--- config.mk ---
export PLATFORM = sky130hd
export DESIGN_NAME = dmem_arbiter_flat
export DESIGN_NICKNAME = d
export VERILOG_FILES = /design/src/rtl/dmem_arbiter_pkg.sv /design/src/rtl/dmem_arbiter_if.sv /design/src/rtl/dmem_arbiter_starve_counter.sv /design/src/rtl/dmem_arbiter.sv /design/src/flat_wrapper.sv
export SDC_FILE = /design/constraint.sdc
export NUM_CORES = 1
export LEC_CHECK = 0
export ABC_AREA = 1
export BUFFER_PORTS_ARGS = -buffer_cell sky130_fd_sc_hd__buf_2
export CORE_AREA = 2 2 114 116
export DETAILED_ROUTE_END_ITERATION = 12
export DIE_AREA = 0 0 116 118
export PLACE_DENSITY = 0.59
export SLEW_MARGIN = 40
export SYNTH_ARGS = -nofsm -noshare
export SYNTH_HDL_FRONTEND = slang
export SYNTH_SLANG_ARGS = --single-unit
--- constraint.sdc ---
create_clock -name clock -period 1.3 [get_ports clock]
set_input_delay 0.26 -clock clock [delete_from_list [all_inputs] [get_ports clock]]
set_output_delay 0.26 -clock clock [all_outputs]
set_load 0.1 [all_outputs]
--- src/rtl/dmem_arbiter_pkg.sv ---
// Shared encodings and defaults for the data-memory arbiter between the CPU M stage
// and an external master.
package dmem_arb_pkg;

  typedef enum logic {
    ARB_NORMAL = 1'b0,
    ARB_FORCE  = 1'b1
  } arb_state_e;

  typedef enum logic {
    OWN_CPU = 1'b0,
    OWN_EXT = 1'b1
  } arb_owner_e;

  localparam int ARB_ADDR_W       = 32;
  localparam int ARB_DATA_W       = 32;
  localparam int ARB_STARVE_LIMIT = 4;

endpackage

--- src/rtl/dmem_arbiter_if.sv ---
// Bundle of CPU-side, external-master-side and dmem-side signals around the arbiter.
// The arbiter uses the slave view; the surrounding wrapper uses the master view.
interface dmem_arbiter_if
  import dmem_arb_pkg::*;
#(
  parameter int ADDR_W = ARB_ADDR_W,
  parameter int DATA_W = ARB_DATA_W
);

  logic              cpu_req;
  logic              cpu_wren;
  logic [ADDR_W-1:0] cpu_addr;
  logic [DATA_W-1:0] cpu_wdata;
  logic              cpu_stall;
  logic [DATA_W-1:0] cpu_rdata;

  logic              ext_req;
  logic              ext_wren;
  logic [ADDR_W-1:0] ext_addr;
  logic [DATA_W-1:0] ext_wdata;
  logic              ext_grant;
  logic              ext_rvalid;
  logic [DATA_W-1:0] ext_rdata;

  logic [ADDR_W-1:0] address_dmem;
  logic [DATA_W-1:0] data;
  logic              wren;
  logic [DATA_W-1:0] q_dmem;

  modport slave (
    input  cpu_req, cpu_wren, cpu_addr, cpu_wdata,
    output cpu_stall, cpu_rdata,
    input  ext_req, ext_wren, ext_addr, ext_wdata,
    output ext_grant, ext_rvalid, ext_rdata,
    output address_dmem, data, wren,
    input  q_dmem
  );

  modport master (
    output cpu_req, cpu_wren, cpu_addr, cpu_wdata,
    input  cpu_stall, cpu_rdata,
    output ext_req, ext_wren, ext_addr, ext_wdata,
    input  ext_grant, ext_rvalid, ext_rdata,
    input  address_dmem, data, wren,
    output q_dmem
  );

endinterface

--- src/rtl/dmem_arbiter_starve_counter.sv ---
// Counts consecutive external denials; hit_o flags the denial that reaches the limit,
// and the count restarts from zero on that same edge.
module arb_starve_counter
  import dmem_arb_pkg::*;
#(
  parameter int STARVE_LIMIT = ARB_STARVE_LIMIT
) (
  input  logic clock,
  input  logic reset,
  input  logic inc_i,
  input  logic clear_i,
  output logic hit_o
);

  localparam int CNT_W = $clog2(STARVE_LIMIT + 1);
  localparam logic [CNT_W-1:0] CNT_LAST = CNT_W'(STARVE_LIMIT - 1);
  localparam logic [CNT_W-1:0] CNT_TOP  = CNT_W'(STARVE_LIMIT);

  logic [CNT_W-1:0] cnt_q;
  logic [CNT_W-1:0] cnt_d;

  assign hit_o = inc_i && !clear_i && (cnt_q == CNT_LAST);

  always_comb begin
    cnt_d = cnt_q;
    if (clear_i || hit_o) begin
      cnt_d = '0;
    end else if (inc_i && (cnt_q != CNT_TOP)) begin
      cnt_d = cnt_q + 1'b1;
    end
  end

  always_ff @(posedge clock or posedge reset) begin
    if (reset) begin
      cnt_q <= '0;
    end else begin
      cnt_q <= cnt_d;
    end
  end

endmodule

--- src/rtl/dmem_arbiter.sv ---
// Single-port dmem arbiter: CPU has priority, the external master gets one forced
// cycle after STARVE_LIMIT consecutive denials.
module dmem_arbiter
  import dmem_arb_pkg::*;
#(
  parameter int ADDR_W       = ARB_ADDR_W,
  parameter int DATA_W       = ARB_DATA_W,
  parameter int STARVE_LIMIT = ARB_STARVE_LIMIT
) (
  input logic            clock,
  input logic            reset,
  dmem_arbiter_if.slave  bus
);

  arb_state_e        state_q;
  arb_owner_e        owner;
  logic              starve_inc;
  logic              starve_hit;
  logic              ext_rvalid_q;
  logic [DATA_W-1:0] ext_rdata_q;
  logic [ADDR_W-1:0] addr_mux;
  logic [DATA_W-1:0] data_mux;
  logic              wren_mux;

  // Ext wins when it is due a forced cycle, or when the CPU is not asking.
  always_comb begin
    owner = OWN_CPU;
    if (bus.ext_req && ((state_q == ARB_FORCE) || !bus.cpu_req)) begin
      owner = OWN_EXT;
    end
  end

  assign bus.ext_grant = bus.ext_req && (owner == OWN_EXT);
  assign bus.cpu_stall = bus.cpu_req && (owner == OWN_EXT);
  assign bus.cpu_rdata = bus.q_dmem;

  always_comb begin
    addr_mux = bus.cpu_addr;
    data_mux = bus.cpu_wdata;
    wren_mux = bus.cpu_req && bus.cpu_wren;
    if (owner == OWN_EXT) begin
      addr_mux = bus.ext_addr;
      data_mux = bus.ext_wdata;
      wren_mux = bus.ext_req && bus.ext_wren;
    end
  end

  assign bus.address_dmem = addr_mux;
  assign bus.data         = data_mux;
  assign bus.wren         = wren_mux;

  assign starve_inc = (state_q == ARB_NORMAL) && bus.ext_req && bus.cpu_req;

  arb_starve_counter #(
    .STARVE_LIMIT (STARVE_LIMIT)
  ) u_starve (
    .clock   (clock),
    .reset   (reset),
    .inc_i   (starve_inc),
    .clear_i (!starve_inc),
    .hit_o   (starve_hit)
  );

  always_ff @(posedge clock or posedge reset) begin
    if (reset) begin
      state_q      <= ARB_NORMAL;
      ext_rvalid_q <= 1'b0;
      ext_rdata_q  <= '0;
    end else begin
      case (state_q)
        ARB_NORMAL: if (starve_hit) state_q <= ARB_FORCE;
        ARB_FORCE:  state_q <= ARB_NORMAL;
        default:    state_q <= ARB_NORMAL;
      endcase
      ext_rvalid_q <= bus.ext_grant && !bus.ext_wren;
      if (bus.ext_grant && !bus.ext_wren) begin
        ext_rdata_q <= bus.q_dmem;
      end
    end
  end

  assign bus.ext_rvalid = ext_rvalid_q;
  assign bus.ext_rdata  = ext_rdata_q;

endmodule

--- src/flat_wrapper.sv ---
// flat-port wrapper written by rule: the top's interface ports become plain ports
module dmem_arbiter_flat import dmem_arb_pkg::*;
#(
  parameter int ADDR_W       = ARB_ADDR_W,
  parameter int DATA_W       = ARB_DATA_W,
  parameter int STARVE_LIMIT = ARB_STARVE_LIMIT
)
  (clock, reset, bus_cpu_req, bus_cpu_wren, bus_cpu_addr, bus_cpu_wdata, bus_cpu_stall, bus_cpu_rdata, bus_ext_req, bus_ext_wren, bus_ext_addr, bus_ext_wdata, bus_ext_grant, bus_ext_rvalid, bus_ext_rdata, bus_address_dmem, bus_data, bus_wren, bus_q_dmem);
  dmem_arbiter_if #(.ADDR_W(ADDR_W), .DATA_W(DATA_W)) bus_i ();
  input logic clock;
  input logic reset;
  input wire logic [$bits(bus_i.cpu_req)-1:0] bus_cpu_req;
  input wire logic [$bits(bus_i.cpu_wren)-1:0] bus_cpu_wren;
  input wire logic [$bits(bus_i.cpu_addr)-1:0] bus_cpu_addr;
  input wire logic [$bits(bus_i.cpu_wdata)-1:0] bus_cpu_wdata;
  output wire logic [$bits(bus_i.cpu_stall)-1:0] bus_cpu_stall;
  output wire logic [$bits(bus_i.cpu_rdata)-1:0] bus_cpu_rdata;
  input wire logic [$bits(bus_i.ext_req)-1:0] bus_ext_req;
  input wire logic [$bits(bus_i.ext_wren)-1:0] bus_ext_wren;
  input wire logic [$bits(bus_i.ext_addr)-1:0] bus_ext_addr;
  input wire logic [$bits(bus_i.ext_wdata)-1:0] bus_ext_wdata;
  output wire logic [$bits(bus_i.ext_grant)-1:0] bus_ext_grant;
  output wire logic [$bits(bus_i.ext_rvalid)-1:0] bus_ext_rvalid;
  output wire logic [$bits(bus_i.ext_rdata)-1:0] bus_ext_rdata;
  output wire logic [$bits(bus_i.address_dmem)-1:0] bus_address_dmem;
  output wire logic [$bits(bus_i.data)-1:0] bus_data;
  output wire logic [$bits(bus_i.wren)-1:0] bus_wren;
  input wire logic [$bits(bus_i.q_dmem)-1:0] bus_q_dmem;
  assign bus_i.cpu_req = bus_cpu_req;
  assign bus_i.cpu_wren = bus_cpu_wren;
  assign bus_i.cpu_addr = bus_cpu_addr;
  assign bus_i.cpu_wdata = bus_cpu_wdata;
  assign bus_cpu_stall = bus_i.cpu_stall;
  assign bus_cpu_rdata = bus_i.cpu_rdata;
  assign bus_i.ext_req = bus_ext_req;
  assign bus_i.ext_wren = bus_ext_wren;
  assign bus_i.ext_addr = bus_ext_addr;
  assign bus_i.ext_wdata = bus_ext_wdata;
  assign bus_ext_grant = bus_i.ext_grant;
  assign bus_ext_rvalid = bus_i.ext_rvalid;
  assign bus_ext_rdata = bus_i.ext_rdata;
  assign bus_address_dmem = bus_i.address_dmem;
  assign bus_data = bus_i.data;
  assign bus_wren = bus_i.wren;
  assign bus_i.q_dmem = bus_q_dmem;
  dmem_arbiter #(.ADDR_W(ADDR_W), .DATA_W(DATA_W), .STARVE_LIMIT(STARVE_LIMIT)) u_core (.clock(clock), .reset(reset), .bus(bus_i));
endmodule
==> out/results.txt <==
Comb pwr share: 0.698
Io pins: 298
Iter 0 DRT Violations: 106
Worst EP required: 1040 ps
Final hold vios: 0
Skew final: 4.79 ps
Peak supply drop: 1.00 mV
Vias/cell: 4.43
CP Launch Type: flip-flop
Htree depth: 2
Violations in the final reports: negative setup slack
Reg2Reg Setup Slack: 40 ps
Die width: 116 um
Layout cells sized above 1: 0.773
DRC: 0
Max clock buf depth: 2
FP Rows: 41
Hold slack: 259 ps
Delay-heaviest family, CP: buffers and inverters
Antenna viol nets, final: 0
Placer Congestion: 0.838
Die area: 0.0137 sq mm
Starting Density: 0.215
Avg WL per Cell: 16.6 um
Post-DP HPWL: 11.7 mm
Max Clock Freq: 0.558 GHz
Arr. time, crit path: 1530 ps
Synthesized flop and latch total: 37
Slew Limit Fails: 0
Post-Syn Nets: 589
RSZ-0062 raised after global routing: yes
Syn avg cell area: 6.37 sq um
Post-synth top area share: 0.370
CTS tree: done
Root Driver: clkbuf_16
CP peak stage delay: 370 ps
Share of total power in the clock network: 0.133
IO Port Bufs: 297
Worst-Skew Late Latency: 280 ps
Worst setup margin: -491 ps
Vias in the first global route: 4127
Nets: 874
Drt first pass iters: 4
Final setup vio count: 67
Seq/Total Area, Yosys: 0.346
Syn Std Cell Area: 0.00268 sq mm
Critical setup path kind: reg -> out
Final instance area: 0.00833 sq mm
Total congestion overflow: 0
Flop pwr share: 0.169
Switching pwr: 4.68 mW
Slew HR: 0.838
Vias post-DR: 3894
CTS Sinks: 37
Global-route wire length before repair: 21.8 mm
DIE HEIGHT: 118 um
Mapped Cells: 420
Status: finished, violations left
Yosys cell types: 15
Switching Fraction: 0.527
Dominant cell type by area after synthesis: nand2_1
Synth area leaders: nand2_1, dfrtp_1, buf_4, nand4_1, buf_6
Num CTS Buffers: 5
Critical path fanouts, max: 7
Worst Setup End Kind: output pin
CP max-delay cell: dfrtp_1
P_int: 4.20 mW
Pin count of the biggest net entering global routing: 34
Drt total wl: 14.6 mm
Leakage power: 4.04 nW
Reg clk slew, reported paths: 60 ps
Synth-to-layout area growth: 211%
GRT Total Usage: 0.202
Slew of the pin with the lowest slew margin: 243 ps
Post-DP Area: 0.00769 sq mm
Synth warn: 0
Critical path, cell by cell: inv_2 > nand2_4 > nand2_8 > buf_12 > clkbuf_16 > nand2_4 > nand2_8 > buf_12
Type of the tightest min-delay check: in -> reg
Tmin final: 1790 ps
Buf/Inv on CP: 4
Antenna violations before repair: 2
MaxCap Viol Count: 0
Final period util: 1.38
Power density cells: 1070 mW/mm^2
CORE AREA: 0.0124 sq mm
worst min-delay path, delay by kind of cell:
family | cells | cell delay [ps]
buffers and inverters | 1 | 120
AND/OR/NAND/NOR | 2 | 130
layout make-up:
cell class / instances / area [sq um]
clock inverter: 3 / 17.5
timing repair buffer: 337 / 4030
sequential: 37 / 926
multi-input combinational: 311 / 2950
fill: 938 / 4090
inverter: 13 / 60.1
clock buffer: 5 / 125
antenna: 2 / 5.00
tap: 172 / 215
per-layer routing:
layer	track usage	share of wire	up-vias
met1	0.210	0.33	1843
met2	0.384	0.56	194
met5	0	0	-
met3	0.0639	0.093	16
met4	0.0528	0.015	0
li1	-	-	1841
kinds of logic (layout without fill, tap and decap cells):
| logic type | after synthesis | in the layout | share of synthesized area |
|---|---|---|---|
| AND/OR/NAND/NOR | 308 | 308 | 0.468 |
| flip-flops | 37 | 37 | 0.346 |
| other | 0 | 2 | 0 |
| buffers and inverters | 72 | 358 | 0.172 |
| adder cells (fa/ha/maj) | 3 | 3 | 0.0140 |
through the flow:
step                total power [mW]  instances  setup TNS [ps]  utilization  setup WS (ps)
floorplan                       5.30        420           -8050            -           -220
global placement                7.51        858          -12440        0.620           -241
detailed placement              7.56        858          -13220        0.620           -273
CTS                             8.85        873          -31640        0.651           -514
global route                    9.16        880          -34090        0.671           -534
finish                          8.89        880          -30750        0.671           -491
cell usage in the layout, fill, tap and decap left out, types with 2 or more instances in the layout:
master	instances
dfrtp_1	37
nand2_8	67
nand2_1	71
ha_1	2
clkbuf_16	8
buf_4	15
buf_2	165
nand2_4	45
clkinvlp_4	2
buf_16	2
clkinv_2	2
diode_2	2
nor2_1	4
nand4_1	33
buf_6	6
nand2_2	83
buf_8	3
inv_1	10
buf_12	142
nand3_2	2
sequential cells by signal, indices dropped and copies added, names as in the netlist:
register and count:
u_core.bus.ext_rvalid 1, u_core.bus.ext_rdata 32, u_core.state_q 1, u_core.u_starve.cnt_q 3
Yosys cell counts:
master,n
buf_2,7
inv_1,12
nor3b_1,1
buf_6,5
inv_2,1
nor2_1,4
nand4_1,33
nand3_1,4
dfrtp_1,37
ha_1,3
clkbuf_1,8
buf_1,1
buf_4,38
nand2_1,264
nand2_2,2
power by group through the flow:
| stage | registers, mW | logic (mW) | clock network, mW |
|---|---|---|---|
| floorplan | 2.59 | 2.71 | 0 |
| global placement | 1.51 | 6.00 | 0 |
| detailed placement | 1.52 | 6.04 | 0 |
| CTS | 1.51 | 6.15 | 1.20 |
| global route | 1.53 | 6.40 | 1.24 |
| finish | 1.50 | 6.21 | 1.18 |
worst paths after layout:
| check | startpoint | endpoint | cells past startpoint |
|---|---|---|---|
| worst max-delay path | u_core.state_q | bus_data[3] | 8 |
| worst min-delay path | bus_q_dmem[17] | u_core.bus.ext_rdata[17] | 3 |
| min in group asynchronous | reset | u_core.bus.ext_rdata[21] | 3 |
| worst min register to register | u_core.bus.ext_rdata[12] | u_core.bus.ext_rdata[12] | 2 |
| max in group asynchronous | reset | u_core.bus.ext_rdata[7] | 4 |
| worst max register to register | u_core.state_q | u_core.bus.ext_rdata[3] | 7 |
timing repair:
action	4_1_cts	5_1_grt
pin swaps	0	5
hold endpoints to repair	4	0
endpoints found under the setup margin	73	99
cloned	2	3
gates resized for setup	45	32
buffers inserted	5	3
hold buffers	1	0
Note: power is estimated with default switching activity, not from simulation.
